==> config.mk <==
export PLATFORM = sky130hd
export DESIGN_NAME = udp_tx_arbiter
export DESIGN_NICKNAME = d
export VERILOG_FILES = /design/src/rtl/udp_arb_pkg.sv /design/src/rtl/udp_tx_arbiter_rr_pick.sv /design/src/rtl/udp_tx_arbiter.sv
export SDC_FILE = /design/constraint.sdc
export NUM_CORES = 1
export LEC_CHECK = 0
export BUFFER_PORTS_ARGS = -buffer_cell sky130_fd_sc_hd__buf_2
export CORE_MARGIN = 2
export CORE_UTILIZATION = 59
export CTS_BUF_LIST = sky130_fd_sc_hd__clkbuf_16
export DETAILED_ROUTE_END_ITERATION = 8
export PLACE_DENSITY = 0.81
export SETUP_SLACK_MARGIN = 0.02
export SLEW_MARGIN = 15
export SYNTH_ARGS = -nofsm -noshare
export SYNTH_HDL_FRONTEND = slang
export SYNTH_SLANG_ARGS = --single-unit
==> constraint.sdc <==
create_clock -name tx_clock -period 4.2 [get_ports tx_clock]
set_input_delay 0.42 -clock tx_clock [delete_from_list [all_inputs] [get_ports tx_clock]]
set_output_delay 0.42 -clock tx_clock [all_outputs]
set_load 0.01 [all_outputs]
==> src/rtl/udp_arb_pkg.sv <==
// Shared types and constants for the UDP transmit arbiter: FSM states,
// from-port offsets and default timing parameters.
package udp_arb_pkg;

  typedef enum logic [1:0] {
    ST_IDLE  = 2'd0,
    ST_GRANT = 2'd1,
    ST_GAP   = 2'd2
  } arb_state_e;

  localparam logic [7:0] PORT_RSP      = 8'd0;
  localparam logic [7:0] PORT_CC       = 8'd1;
  localparam logic [7:0] PORT_MIC      = 8'd2;
  localparam logic [7:0] PORT_WB       = 8'd3;
  localparam logic [7:0] PORT_DDC_BASE = 8'd11;

  localparam int DEF_GAP_CYCLES  = 4;
  localparam int DEF_WDOG_CYCLES = 2048;

  function automatic logic [7:0] ddc_port(input logic [2:0] idx);
    return PORT_DDC_BASE + {5'd0, idx};
  endfunction

endpackage

==> src/rtl/udp_tx_arbiter_rr_pick.sv <==
// Combinational round-robin picker: first set request at or above ptr,
// wrapping from NR-1 back to 0. Returns one-hot, index and a valid flag.
module rr_pick #(
  parameter int NR   = 8,
  parameter int IDXW = (NR > 1) ? $clog2(NR) : 1
) (
  input  logic [NR-1:0]   req,
  input  logic [IDXW-1:0] ptr,
  output logic [NR-1:0]   onehot,
  output logic [IDXW-1:0] idx,
  output logic            valid
);

  always_comb begin
    int j;
    logic [IDXW-1:0] jj;
    onehot = '0;
    idx    = '0;
    valid  = 1'b0;
    j      = 0;
    jj     = '0;
    for (int k = 0; k < NR; k++) begin
      // ptr is always below NR, so one subtraction is enough to wrap
      j = int'(ptr) + k;
      if (j >= NR) j = j - NR;
      jj = IDXW'(j);
      if (!valid && req[jj]) begin
        valid      = 1'b1;
        onehot[jj] = 1'b1;
        idx        = jj;
      end
    end
  end

endmodule

==> src/rtl/udp_tx_arbiter.sv <==
// Packet-level transmit arbiter for the UDP sender: fixed-priority classes
// plus round-robin DDCs. Optional grant watchdog via UDP_TX_WATCHDOG_EN.
//
// state    | meaning
// ST_IDLE  | no grant; evaluate eligible requests, grant winner next edge
// ST_GRANT | one grant held until done, req fall, run fall or watchdog
// ST_GAP   | GAP_CYCLES enforced idle cycles, port_ID held
module udp_tx_arbiter
  import udp_arb_pkg::*;
#(
  parameter int NR          = 8,
  parameter int GAP_CYCLES  = DEF_GAP_CYCLES,
  parameter int WDOG_CYCLES = DEF_WDOG_CYCLES
) (
  input  logic          tx_clock,
  input  logic          reset_n,
  input  logic          run,
  input  logic          req_rsp,
  input  logic          req_cc,
  input  logic          req_mic,
  input  logic          req_wb,
  input  logic [NR-1:0] req_ddc,
  input  logic          done,
  output logic          gnt_rsp,
  output logic          gnt_cc,
  output logic          gnt_mic,
  output logic          gnt_wb,
  output logic [NR-1:0] gnt_ddc,
  output logic [7:0]    port_ID,
  output logic          busy,
  output logic          phy_ready,
  output logic          abort
);

  localparam int              IDXW     = (NR > 1) ? $clog2(NR) : 1;
  localparam logic [IDXW-1:0] LAST_IDX = IDXW'(NR - 1);
  localparam logic [7:0]      GAP_LOAD = 8'(GAP_CYCLES - 1);

  arb_state_e      state;
  logic [IDXW-1:0] ddc_ptr;
  logic [IDXW-1:0] ddc_ptr_next;
  logic            wb_token;
  logic [7:0]      gap_cnt;

  logic            elig_cc, elig_mic, elig_wb;
  logic [NR-1:0]   elig_ddc;
  logic [NR-1:0]   ddc_onehot;
  logic [IDXW-1:0] ddc_idx;
  logic            ddc_valid;

  logic            granted_live;
  logic            run_drop;
  logic            wdog_expired;
  logic            grant_end;

  assign elig_cc  = run & req_cc;
  assign elig_mic = run & req_mic;
  assign elig_wb  = run & req_wb & wb_token;
  assign elig_ddc = run ? req_ddc : '0;

  rr_pick #(
    .NR   (NR),
    .IDXW (IDXW)
  ) u_rr_pick (
    .req    (elig_ddc),
    .ptr    (ddc_ptr),
    .onehot (ddc_onehot),
    .idx    (ddc_idx),
    .valid  (ddc_valid)
  );

  assign ddc_ptr_next = (ddc_idx == LAST_IDX) ? '0 : ddc_idx + 1'b1;

  assign granted_live = (gnt_rsp & req_rsp) | (gnt_cc & req_cc) |
                        (gnt_mic & req_mic) | (gnt_wb & req_wb) |
                        (|(gnt_ddc & req_ddc));

  // The response class is the only one allowed while the radio is stopped
  assign run_drop  = ~run & ~gnt_rsp;
  assign grant_end = done | ~granted_live | run_drop | wdog_expired;

`ifdef UDP_TX_WATCHDOG_EN
  localparam int             WDW       = (WDOG_CYCLES > 1) ? $clog2(WDOG_CYCLES) : 1;
  localparam logic [WDW-1:0] WDOG_LOAD = WDW'(WDOG_CYCLES - 1);

  logic [WDW-1:0] wdog_cnt;

  // Reloaded in IDLE, so it always starts full on the first GRANT cycle
  always_ff @(posedge tx_clock or negedge reset_n) begin
    if (!reset_n) begin
      wdog_cnt <= '0;
    end else if (state == ST_IDLE) begin
      wdog_cnt <= WDOG_LOAD;
    end else if (state == ST_GRANT && wdog_cnt != '0) begin
      wdog_cnt <= wdog_cnt - 1'b1;
    end
  end

  assign wdog_expired = (state == ST_GRANT) && (wdog_cnt == '0);
`else
  assign wdog_expired = 1'b0;
`endif

  always_ff @(posedge tx_clock or negedge reset_n) begin
    if (!reset_n) begin
      state    <= ST_IDLE;
      gnt_rsp  <= 1'b0;
      gnt_cc   <= 1'b0;
      gnt_mic  <= 1'b0;
      gnt_wb   <= 1'b0;
      gnt_ddc  <= '0;
      port_ID  <= 8'd0;
      abort    <= 1'b0;
      ddc_ptr  <= '0;
      wb_token <= 1'b0;
      gap_cnt  <= 8'd0;
    end else begin
      abort <= 1'b0;
      case (state)
        ST_IDLE: begin
          if (run && (req_ddc == '0)) wb_token <= 1'b1;
          if (req_rsp) begin
            gnt_rsp <= 1'b1;
            port_ID <= PORT_RSP;
            state   <= ST_GRANT;
          end else if (elig_cc) begin
            gnt_cc  <= 1'b1;
            port_ID <= PORT_CC;
            state   <= ST_GRANT;
          end else if (elig_mic) begin
            gnt_mic <= 1'b1;
            port_ID <= PORT_MIC;
            state   <= ST_GRANT;
          end else if (elig_wb) begin
            gnt_wb   <= 1'b1;
            wb_token <= 1'b0;
            port_ID  <= PORT_WB;
            state    <= ST_GRANT;
          end else if (ddc_valid) begin
            gnt_ddc <= ddc_onehot;
            port_ID <= ddc_port(3'(ddc_idx));
            ddc_ptr <= ddc_ptr_next;
            state   <= ST_GRANT;
          end
        end
        ST_GRANT: begin
          if (grant_end) begin
            // done wins over a simultaneous req fall / run fall / timeout
            abort <= ~done;
            if (gnt_ddc[NR-1]) wb_token <= 1'b1;
            gnt_rsp <= 1'b0;
            gnt_cc  <= 1'b0;
            gnt_mic <= 1'b0;
            gnt_wb  <= 1'b0;
            gnt_ddc <= '0;
            gap_cnt <= GAP_LOAD;
            state   <= ST_GAP;
          end
        end
        ST_GAP: begin
          if (gap_cnt == 8'd0) begin
            port_ID <= 8'd0;
            state   <= ST_IDLE;
          end else begin
            gap_cnt <= gap_cnt - 8'd1;
          end
        end
        default: state <= ST_IDLE;
      endcase
    end
  end

  assign busy      = (state != ST_IDLE);
  assign phy_ready = ~(|gnt_ddc) & ~req_ddc[0];

endmodule

* Word-level counts from Yosys, hierarchy flattened
Cells that the tools add are included.
** Word-level totals
- Register bits after elaboration :: 35
- Latch bits :: 0
- Memory bits (writable) :: 0
- ROM bits :: 0
- Output and inout bits :: 23
- Logic and storage cells :: 262
- Memories :: 0
** Operators by class
- Add/sub/neg operators :: 18
- Multiply operators :: 0
- Divide/modulo/power cells :: 0
- $lt $le $gt $ge :: 24
- Equality and inequality tests :: 17
- Shift-type cells :: 0
- Multiplexer cells :: 116
- Bitwise gates (word level) :: 34
- Reduce and logical (&&, ||, !) cells :: 42
** Operator list (count)
- $mux W8 :: 23
- $or A8 B8 Y8 :: 7
- $mux W3 :: 17
- $pmux W8 S2 :: 3
- $mux W1 :: 44
- $lt A3 B4 Y1 const B :: 8
- $ge A4 B4 Y1 const B :: 7
- $ne A2 B2 Y1 const B :: 13
- $bmux W1 S3 :: 8
- $demux W1 S3 :: 8
- $ge A3 B1 Y1 const B :: 8
- $sub A3 B1 Y3 const B :: 8
- $add A3 B3 Y4 const B :: 4
- $logic_and A1 B1 Y1 :: 16
- $logic_not A8 Y1 :: 2
- $reduce_or A8 Y1 :: 2
- $reduce_and A3 Y1 :: 5
- $mux W2 :: 7
- $reduce_and A6 Y1 :: 2
- $and A1 B1 Y1 :: 10
- $not A1 Y1 :: 10
- $pmux W1 S2 :: 5
- $add A3 B2 Y4 const B :: 2
- $and A8 B8 Y8 :: 1
- other kinds (17) :: 31

* Logic depth before layout (Yosys ltp)
- Word-level depth :: 33
- Depth in mapped cells :: 17

* Modules after synthesis
Synthesis repeated with hierarchy kept, for this count alone.
** Unflattened totals
- Cell total of the unflattened synthesis :: 323
- Area total of the unflattened synthesis :: 3036.7 sq um
** By module, submodules not included
- udp_tx_arbiter :: times used 1, cells an instance 184, area an instance 1764.2 sq um
- rr_pick :: times used 1, cells an instance 139, area an instance 1272.5 sq um

* Worst setup path after synthesis
OpenSTA, ideal clock, no wires.
- Kind :: register to register
- Start :: register ddc_ptr[1]
- End :: register port_ID[1]
- Library setup time :: 0.065 ns
- Arrival :: 3.422 ns
- Setup slack :: 0.714 ns
- Cell stages (with the launch flop) :: 14
- Path through :: dfrtp_1 buf_2 inv_1 ha_1 buf_2 nand2_1 or3_1 o211ai_4 nor2_4 or4_4 o21ai_2 ha_1 a2111oi_0 a21o_1
** Between the ends
- Word-level cells in the longest chain between the ends :: 33
- Elaborated cells between the ends (all ways) :: 86
- Those cells by class :: add/sub: 16; order compare: 8; eq/ne: 1; mux: 46; reduce/logical: 15
** Ends and longest elaborated chain
- start: declaration :: RTL line udp_tx_arbiter.sv:40 : logic [IDXW-1:0] ddc_ptr;
- start signal: assignment :: RTL line udp_tx_arbiter.sv:142 : ddc_ptr <= ddc_ptr_next;
- parallel branches: the longest is 33 deep, another holds $add A3 B1 Y4
- end signal: assignment :: RTL line udp_tx_arbiter.sv:141 : port_ID <= ddc_port(3'(ddc_idx));
- end: declaration :: RTL line udp_tx_arbiter.sv:29 : output logic [7:0] port_ID,
Parallel ways; which one is timed is not known. The select of a mux whose other input is x is not followed.
A chain may end at the register's enable or synchronous reset.

* Worst setup path in the final report
- Start :: register ddc_ptr[2]
- End :: register port_ID[1]
The elaborated chain is that of the path after synthesis.

==> metrics.txt <==
grt total ovfl 0; top_reg_cell synth dfrtp_1; vias in the first global route approximately 2.5k; CTS resizes 0; Starting Density 61.29%; period utilization about 87%; DRT iter0 DRCs 288; reg2reg setup slack around 0.55 ns; Routed Antenna Nets 0; CTS Buffer Depth 2; Root Driver clkbuf_16; clk_lat worst skew between 0.2 and 0.3 ns; Syn Inst Count 340; final setup violation count 0; async set or reset register ratio after synthesis 100.0%; synth-to-layout area growth 12.97%; Syn. warnings 0; non-filler instance count after layout roughly 440; total track usage between 20% and 30%; total core area between 0.004 and 0.005 mm2; clk sink count 32; wire length per cell around 18 um; setup TNS 0 ns; register area roughly 800 um2; Post-Route Skew 0.004536 ns; status finished clean; placed wire-length estimate slightly below 6000 um; # H-tree levels 2; Post-Synth XOR/XNOR Area ~3.3%; Worst Path Class, Setup reg -> reg; main combinational cell family by area after synthesis simple AND/OR/NAND/NOR gates; Adder-Cell Fraction of Synth Area approximately 5%; row count 25; Worst-path clk slew ~0.050 ns; CP Capture Type flop; area of the multi-input gates 0.001994 mm2; number of fill cells in the layout between 300 and 400; multiplexer share of the synthesized area 10.05%; EDFF count, synth 0; Total Wirelength 7871 um; Die ar. about 0.0055 mm2; Area contributors post-synth dfrtp_1 (27%), nand2_1 (5.5%), ha_1 (5.2%), mux2i_1 (5.2%), nor2_1 (4.5%); post-CTS setup buffers 0; Power Total approximately 1.2 mW; fin crit period 3.650 ns; Final nets ~400; Mapped Area between 0.002 and 0.003 mm2; Fin. Hold Viols 0; Post-Synth Simple-Gate Area around a quarter; initial antenna violation count 0; PortBufs 35; Max Freq 274.0 MHz; power density over the cells 351.0 mW/mm2; r2r startpoint ddc_ptr[2]; Pleak around 1.5 nW; cts hold-fix bufs 0; Final Util 69.24%; largest fanout on the critical path 15; Reg-to-Reg End port_ID[1]; top-area cell type share of the netlist area between 20% and 30%; post-synth cell types 69; Compound-Gate Fraction of Synth Area around 25%; Rel. slew slack between 50% and 60%; worst vdd ir 0.0002859 V; Synth Area per Inst ~8.6 um2; Vias/cell 6.482; Worst Hold Slack approximately 0.20 ns; number of iterations in the first detailed-routing pass 5; most frequent cells in the layout nand2_1 (43), nor2_1 (35), buf_2 (35), dfrtp_1 (32), a21oi_1 (24); CTS Buf Count 5; pin count of the biggest net entering global routing 33; # diodes 0; worst min path class in -> async; Die W between 70 and 80 um; CTS tree done; leading area contributor after synthesis dfrtp_1; Worst Path Arrival 3.87 ns; Residual DRC 0; layout cell share with drive strength beyond 1 18.67%; RSZ-0062 raised after global routing no; most common cell after layout, fill and taps aside nand2_1; Req. time, crit path 4.42 ns; vias 2,865; CP Launch Point ddc_ptr[2]; CP endpoint port_ID[1]; post-synthesis sequential area ratio ~27%; #FFs+latches synth 32; CP startpoint kind flop; R2R depth 11; placed cells ~430; height of the die between 70 and 80 um; Slew Limit Fails 0; first-pass GRT wire length 12,360 um; final RePlAce weighted congestion 0.9279; total of max-cap violations 0; pin slew with the least headroom to its limit between 0.7 and 0.8 ns; io pins 39
==> power by group <==
| part | internal (mW) | leakage, nW | switching [mW] |
|---|---|---|---|
| sequential | 0.317 | 0.404 | 0.0128 |
| clock | 0.275 | 0.0789 | 0.126 |
| combinational | 0.166 | 1.00 | 0.258 |
| total | 0.758 | 1.48 | 0.398 |
==> worst min path at each step <==
| stage | from | endpoint |
|---|---|---|
| final | reset_n | gnt_wb |
| after global routing | reset_n | gnt_wb |
| after CTS | reset_n | gnt_wb |
| after detailed placement | port_ID[1] | port_ID[1] |
| after global placement | gap_cnt[0] | gap_cnt[0] |
| after floorplan | reset_n | abort |
==> worst max-delay path, stage by stage, from the launching register on <==
cell       delay [ns]
dfrtp_1          0.77
inv_2            0.16
ha_1             0.45
nand3_1          0.19
o2111ai_4        0.22
nand2b_4         0.20
nor3_4           0.08
or4_4            0.48
o21ai_2          0.14
ha_1             0.31
a2111oi_0        0.46
a21o_1           0.13
==> metal layers <==
| metal | track usage [%] | part of all wire, % | vias up |
|---|---|---|---|
| met5 | 0 | 0 | - |
| met3 | 5.827 | 7.5 | 15 |
| li1 | - | - | 1328 |
| met4 | 6.548 | 1.4 | 0 |
| met2 | 45.54 | 46 | 145 |
| met1 | 41.61 | 45 | 1377 |
==> per-stage QoR <==
stage	instance area [um2]	setup WS, ns
2_1_floorplan	2922	0.7136
3_3_place_gp	3129	0.7075
3_5_place_dp	3129	0.6355
4_1_cts	3292	0.6139
5_1_grt	3292	0.3690
6_report	3292	0.5502
==> cell usage after synthesis, types with 4 or more instances <==
| cell type | count |
|---|---|
| buf_2 | 5 |
| nand3_1 | 5 |
| nor3_1 | 8 |
| or3_1 | 5 |
| o21ai_0 | 9 |
| clkbuf_1 | 4 |
| nor4_1 | 7 |
| o21ai_1 | 6 |
| xnor2_1 | 4 |
| mux2i_1 | 15 |
| buf_4 | 4 |
| a22o_1 | 7 |
| a221o_1 | 5 |
| ha_1 | 12 |
| dfrtp_1 | 32 |
| a22oi_1 | 9 |
| nand2_1 | 43 |
| nor2_1 | 35 |
| nor2b_1 | 5 |
| a31oi_1 | 4 |
| nand2b_1 | 8 |
| and3_1 | 4 |
| inv_1 | 9 |
| xor2_1 | 4 |
| a21oi_1 | 24 |
==> logic make-up (layout without fill, tap and decap cells) <==
kind of cell / after synthesis / in the layout
AO/OA/AOI/OAI: 95 / 95
multiplexers: 25 / 25
adder cells (fa/ha/maj): 12 / 12
buffers and inverters: 26 / 59
AND/OR/NAND/NOR: 140 / 140
flip-flops: 32 / 32
XOR/XNOR: 9 / 9
other: 1 / 3
==> cell type report <==
type                            instances  area share [%]
Clock inverter                          3           1.140
Sequential cell                        32           24.33
Tap cell                               67           2.547
Multi-Input combinational cell        284           60.59
Inverter                               12           1.368
Timing Repair Buffer                   39           6.233
Clock buffer                            5           3.801
==> state kept, by name, indices dropped and copies added (netlist names) <==
name,cells
wb_token,1
abort,1
gnt_mic,1
gnt_ddc,8
port_ID,5
gnt_wb,1
gnt_rsp,1
gap_cnt,8
state,2
gnt_cc,1
ddc_ptr,3
Power figures use the tool's default switching activity.
